$ cat config.mk
export PLATFORM = sky130hd
export DESIGN_NAME = rnn_host_master
export DESIGN_NICKNAME = d
export VERILOG_FILES = /design/src/rtl/rnn_host_master.sv
export SDC_FILE = /design/constraint.sdc
export NUM_CORES = 1
export LEC_CHECK = 0
export BUFFER_PORTS_ARGS = -buffer_cell sky130_fd_sc_hd__buf_2
export CORE_MARGIN = 10
export CORE_UTILIZATION = 48
export DETAILED_ROUTE_END_ITERATION = 6
export PLACE_DENSITY_LB_ADDON = 0.25
export SLEW_MARGIN = 20
export SYNTH_ARGS = -nofsm -noshare
export SYNTH_HDL_FRONTEND = slang
export SYNTH_SLANG_ARGS = --single-unit
$ cat constraint.sdc
create_clock -name clk -period 3.1 [get_ports clk]
set_input_delay 0.155 -clock clk [delete_from_list [all_inputs] [get_ports clk]]
set_output_delay 0.155 -clock clk [all_outputs]
set_load 0.05 [all_outputs]
$ cat src/rtl/rnn_host_master.sv
`timescale 1ns/1ps
`default_nettype none
// ============================================================================
// Module  : rnn_host_master
// Brief   : Bus master that loads rnn parameters, starts inference, polls
//           status and fetches the result word.
// Revision: 1.0 - initial release
// ============================================================================
module rnn_host_master #(
    parameter int          N_PARAMS    = 161,
    parameter logic [31:0] PARAM_BASE  = 32'h100,
    parameter logic [31:0] CTRL_ADDR   = 32'h0,
    parameter logic [31:0] STATUS_ADDR = 32'h1,
    parameter logic [31:0] RESULT_ADDR = 32'h2,
    parameter int          TIMEOUT     = 1024
) (
    input  logic        clk,
    input  logic        rst_n,
    input  logic        go,
    input  logic        p_valid,
    input  logic [15:0] p_data,
    output logic        p_ready,
    output logic        m_read,
    output logic        m_write,
    output logic [31:0] m_addr,
    output logic [31:0] m_wdata,
    input  logic [31:0] m_rdata,
    output logic        busy,
    output logic        done,
    output logic        err,
    output logic [31:0] result
);
    localparam int IDX_W = $clog2(N_PARAMS + 1);
    localparam int CNT_W = $clog2(TIMEOUT + 1);
    localparam logic [IDX_W-1:0] C_N = IDX_W'(N_PARAMS);
    localparam logic [CNT_W-1:0] C_T = CNT_W'(TIMEOUT);

    localparam logic [3:0] S_IDLE      = 4'd0;
    localparam logic [3:0] S_LOAD      = 4'd1;
    localparam logic [3:0] S_START     = 4'd2;
    localparam logic [3:0] S_POLL_REQ  = 4'd3;
    localparam logic [3:0] S_POLL_WAIT = 4'd4;
    localparam logic [3:0] S_RES_REQ   = 4'd5;
    localparam logic [3:0] S_RES_WAIT  = 4'd6;
    localparam logic [3:0] S_FIN       = 4'd7;
    localparam logic [3:0] S_ERR       = 4'd8;

    logic [3:0]       r_state, w_next;
    logic [IDX_W-1:0] r_idx, w_idx;
    logic [CNT_W-1:0] r_cnt, w_cnt;
    logic             w_accept;
    logic             w_p_ready, w_read, w_write, w_busy, w_done, w_err;
    logic [31:0]      w_addr, w_wdata, w_result;

    assign w_accept = (r_state == S_LOAD) && p_valid && p_ready;

    // Outputs are registered from the next state, so each state's bus
    // activity is visible in the same cycle the state register holds it.
    always_ff @(posedge clk) begin
        if (!rst_n) begin
            r_state <= S_IDLE;
            r_idx   <= '0;
            r_cnt   <= '0;
            p_ready <= 1'b0;
            m_read  <= 1'b0;
            m_write <= 1'b0;
            m_addr  <= '0;
            m_wdata <= '0;
            busy    <= 1'b0;
            done    <= 1'b0;
            err     <= 1'b0;
            result  <= '0;
        end else begin
            r_state <= w_next;
            r_idx   <= w_idx;
            r_cnt   <= w_cnt;
            p_ready <= w_p_ready;
            m_read  <= w_read;
            m_write <= w_write;
            m_addr  <= w_addr;
            m_wdata <= w_wdata;
            busy    <= w_busy;
            done    <= w_done;
            err     <= w_err;
            result  <= w_result;
        end
    end

    always_comb begin
        w_next = r_state;
        case (r_state)
            S_IDLE:      if (go) w_next = S_LOAD;
            S_LOAD:      if (r_idx == C_N) w_next = S_START;
            S_START:     w_next = S_POLL_REQ;
            S_POLL_REQ:  w_next = S_POLL_WAIT;
            S_POLL_WAIT: begin
                if (m_rdata[0])       w_next = S_RES_REQ;
                else if (r_cnt == C_T) w_next = S_ERR;
                else                  w_next = S_POLL_REQ;
            end
            S_RES_REQ:   w_next = S_RES_WAIT;
            S_RES_WAIT:  w_next = S_FIN;
            S_FIN:       w_next = S_IDLE;
            S_ERR:       w_next = S_IDLE;
            default:     w_next = S_IDLE;
        endcase
    end

    always_comb begin
        w_p_ready = 1'b0;
        w_read    = 1'b0;
        w_write   = 1'b0;
        w_addr    = '0;
        w_wdata   = '0;
        w_done    = 1'b0;
        w_err     = err;
        w_result  = result;
        w_idx     = r_idx;
        w_cnt     = r_cnt;
        w_busy    = (w_next != S_IDLE);

        if (r_state == S_IDLE && go) begin
            w_idx = '0;
            w_cnt = '0;
            w_err = 1'b0;
        end
        if (w_accept) begin
            w_write = 1'b1;
            w_addr  = PARAM_BASE + 32'(r_idx);
            w_wdata = {16'h0, p_data};
            if (r_idx != C_N) w_idx = r_idx + IDX_W'(1);
        end
        if (r_state == S_RES_WAIT) w_result = m_rdata;

        case (w_next)
            S_LOAD:     w_p_ready = (w_idx < C_N);
            S_START: begin
                w_write = 1'b1;
                w_addr  = CTRL_ADDR;
                w_wdata = 32'h1;
            end
            S_POLL_REQ: begin
                w_read = 1'b1;
                w_addr = STATUS_ADDR;
                if (r_cnt != C_T) w_cnt = r_cnt + CNT_W'(1);
            end
            S_RES_REQ: begin
                w_read = 1'b1;
                w_addr = RESULT_ADDR;
            end
            S_FIN:      w_done = 1'b1;
            S_ERR:      w_err  = 1'b1;
            default:    ;
        endcase
    end
endmodule
`default_nettype wire
# == After elaboration in Yosys (flattened, before gate mapping) ==
# Cells that the tools add are included.
# word_totals
input_bits,52
wordCells,67
register_bits,125
output_inout_bits,102
# classes
n_addsub,3
bitwise_logic,2
reduce_logical,10
eq_ne,16
muxes,21
order_cmp,1
# op_table
operator,n
$pmux W32 S3,1
$mux W11,3
$pmux W4 S7,1
$mux W8,3
$eq A4 B3 Y1 const B,5
$eq A4 B2 Y1 const B,4
$mux W4,4
$add A11 B1 Y11 const B,1
$eq A11 B11 Y1 const B,1
$ne A11 B11 Y1 const B,1
$add A9 B8 Y10 const A,1
$mux W10,1
$add A8 B1 Y8 const B,1
$eq A4 B1 Y1 const B,2
$eq A8 B8 Y1 const B,1
$lt A8 B8 Y1 const B,1
$mux W1,8
$ne A8 B8 Y1 const B,1
$eq A4 B4 Y1 const B,1
$logic_not A4 Y1,1
$reduce_bool A4 Y1,1
$reduce_or A2 Y1,2
$logic_and A1 B1 Y1,3
$reduce_or A3 Y1,1
3 further kinds,4

# == Longest topological paths before layout ==
# logic_depth
depth_word,7
ltp_mapped,9
ltp_nobuf,8

# == Worst setup path after synthesis ==
# No wires, ideal clock.
# synth_path
kind,flip-flop to flip-flop
from,register r_idx[0]
to,register p_ready
path_buffers,0
synth_period_minus_slack_ns,2.370
path_stages_with_launch,8
setup_ns,0.088
t_required_ns,3.012
setup_slack_ns,0.730
arrival_ns,2.281
path_cell_list,dfxtp_1 ha_1 nor3b_1 a211oi_2 or4_1 and3_1 or4b_4 a311oi_2
# synth_via
elab_chain_len,5
# synth_rtl
element,line,rtl
from (decl),49,"logic [IDX_W-1:0] r_idx, w_idx;"
from (signal assigned),75,r_idx <= w_idx;
"parallel branches: the longest is 5 deep, another holds $add A8 B1 Y8",--,
to (signal assigned),77,p_ready <= w_p_ready;
to (decl),22,"output logic p_ready,"
# Several ways; the timed one is not identified.
# A chain may end at the register's enable or synchronous reset.

# == Worst setup path after layout ==
# layout_path
from,register r_state[0]
to,register p_ready
# layout_via
elab_chain_len,6
# layout_rtl
element,line,rtl
from (decl),48,"logic [3:0] r_state, w_next;"
from (signal assigned),74,r_state <= w_next;
$logic_not A4 Y1,"91, 122",
$logic_and A1 B1 Y1,122,if (r_state == S_IDLE && go) begin
$mux W8,122,
$mux W8,131,if (r_idx != C_N) w_idx = r_idx + IDX_W'(1);
$mux W8,127,if (w_accept) begin
$lt A8 B8 Y1,136,S_LOAD: w_p_ready = (w_idx < C_N);
# Parallel ways exist; a longest one is shown, timed or not.

==> impl_metrics.ini <==
[sta]
slew_headroom_pct = 30.0
final_hold_viol_count = 0
fmax_mhz = 378
tightest_slew_ns = 1.05
drv_slew = 0
fin_crit_sh_pct = 85.4
setup_tns_ns = 0
finalCriticalPeriod_ns = 2.65
finalSetupViolCount = 0
finalClockSkew_ns = 0.0146
rsz0062_at_grt = no

[cells_and_area]
regArea_sq_mm = 0.00172
diodes = 0
num-nets-final = 598
n_fill_cell = 755
multi_input_area_sq_mm = 0.00176
area_growth_pct = 17.7
drive_above_1_share_pct = 25.6

[job]
maxCapViolations = 0

[drt]
wirelength_mm = 9.28
drc_errors = 0
vias = 3184
avgRoutedWirePerCell_um = 14.3
drt_iter0_drc = 121
ant_nets = 0
drt-vias-per-instance = 4.91
first_pass_iters = 4

[critical_path]
rr_startpoint = r_state[0]
startpoint = r_state[0]
end_kind = flop
arrival_ns = 2.90
cp_max_fo = 17
required_ns = 3.36
startpoint_type = flop
path_class = reg -> reg

[synth]
yosys.area.top_type = dfxtp_1
synth_edf_count = 0
ys_warn_count = 0
yosysTopAreaCellShare_pct = 45.7
syn_area_per_cell_sq_um = 8.61
synthTopCellsByCount = dfxtp_1, nand2_1, buf_4, a21boi_0, and3_1
synth.area.top_cells = dfxtp_1, nand2_1, buf_4
synth_seq_cells = 86
synth_area_sq_mm = 0.00377
ys.flop_type = dfxtp_1
synth_cell_type_count = 41
async_flop_share_pct = 0
ys_seq_area_share_pct = 45.7
syn_inst = 438

[pwr]
pwr_density_cell_mw_per_mm2 = 474
p_leak_nw = 2.07
vdd_drop_max_mv = 0.200
power_mw = 2.10

[placed_design]
io_buffers = 114
dp_hpwl_mm = 7.05
place_congestion = 0.868

[clock_network]
cts_tree = done
clk_pin_slew_ns = 0.09
cts_resized = 0
post_cts_buffers = 0
cts_buffers = 9
cts.htree.levels = 3
clk_latency_ns = 0.35
clock_path_buffers = 2
cts_hold_buf = 0
cts.sinks = 86
clock-root-buffer = clkbuf_8

[global_route]
grt.total_usage_pct = 14.8
grt_remaining_overflow = 0
grt_pass1_wl_mm = 14.5
antenna_found_initial = 0
first_global_vias = 3083
grt_start_max_net_pins = 41

[floorplan]
dieArea_sq_mm = 0.0118
ios = 154
chipWidth_um = 109
die_h_um = 109
start_util_pct = 49.1
coreArea_sq_mm = 0.00769
rows = 32

[run_status]
status = completed

[worst_hold_path]
min-delay-start = p_data[14]
min_path_type = in -> reg
-- power by group --
part           switching, mW  internal (mW)  total (mW)
clock network          0.401          0.375       0.776
logic                  0.167         0.0477       0.215
registers            0.00478           1.11        1.11
-- cell usage in the layout, fill, tap and decap left out, types with 3 or more instances in the layout --
master    count
xnor2_1       3
xor2_1        3
ha_1          4
nand3_1      14
o31ai_1       3
nor2_1       17
buf_4         5
inv_1         6
and3_1       28
clkbuf_8      9
conb_1       39
nand2_1      86
o21ai_0      20
nand4_1       6
buf_2       114
o211ai_1      3
a21oi_1       4
mux2i_1       3
nor2b_1      11
a21boi_0     37
and2_1       12
dfxtp_1      86
-- critical path, stage by stage, from the launching register on --
cell and delay, ns:
dfxtp_1 0.46, or4b_4 0.53, a211oi_2 0.31, buf_4 0.25
nand4_1 0.10, and3_1 0.19, or4b_4 0.53, a311oi_2 0.19
-- layer usage --
metal  GRT usage [%]  up-vias  share of wire (%)
li1                -     1604                  -
met1            17.7     1446                 42
met2            24.6      126                 48
met3            4.72        8                8.9
met4            4.71        0               0.96
met5               0        -                  0
-- final timing paths --
path,depth (start not counted),slack [ns],end
worst min-delay path,2,0.03,m_wdata[14]
worst max-delay path,7,0.45,p_ready
worst max register to register,7,0.45,p_ready
worst min register to register,2,0.46,result[12]
-- logic make-up after synthesis --
logic type	after synthesis	synth area share, %
and+or+nand+nor	189	24.8
other	1	0.0994
xor gates and xnor gates	6	1.39
AOI/OAI and AO/OA	77	14.0
buffers and inverters	70	11.3
muxes	5	1.39
adders and majority gates	4	1.33
DFF	86	45.7
-- final cells by class --
type                    count  area share [%]
clock buffers               9            2.79
multi-input cells         320            39.7
repair buffers            119            13.7
well taps                 102            2.87
flip-flops and latches     86            38.8
inverters                   6           0.507
clock inverters             6            1.61
-- flip-flops by register name, indices dropped and copies added (netlist names), 4 cells and up --
signal   count
r_idx        8
result      32
r_state      4
m_wdata     16
r_cnt       11
m_addr       9
-- through the flow --
step	hold slack, ns	setup WS (ns)	cells	instance area (sq um)	utilization (%)
after floorplan	0.294	0.730	476	3910	-
after global placement	0.387	0.531	633	4240	55.2
after detailed placement	0.389	0.478	633	4240	55.2
after CTS	0.0161	0.457	648	4440	57.7
after global routing	0.0152	0.302	648	4440	57.7
final	0.0280	0.454	648	4440	57.7
(Power assumes the default switching activity.)
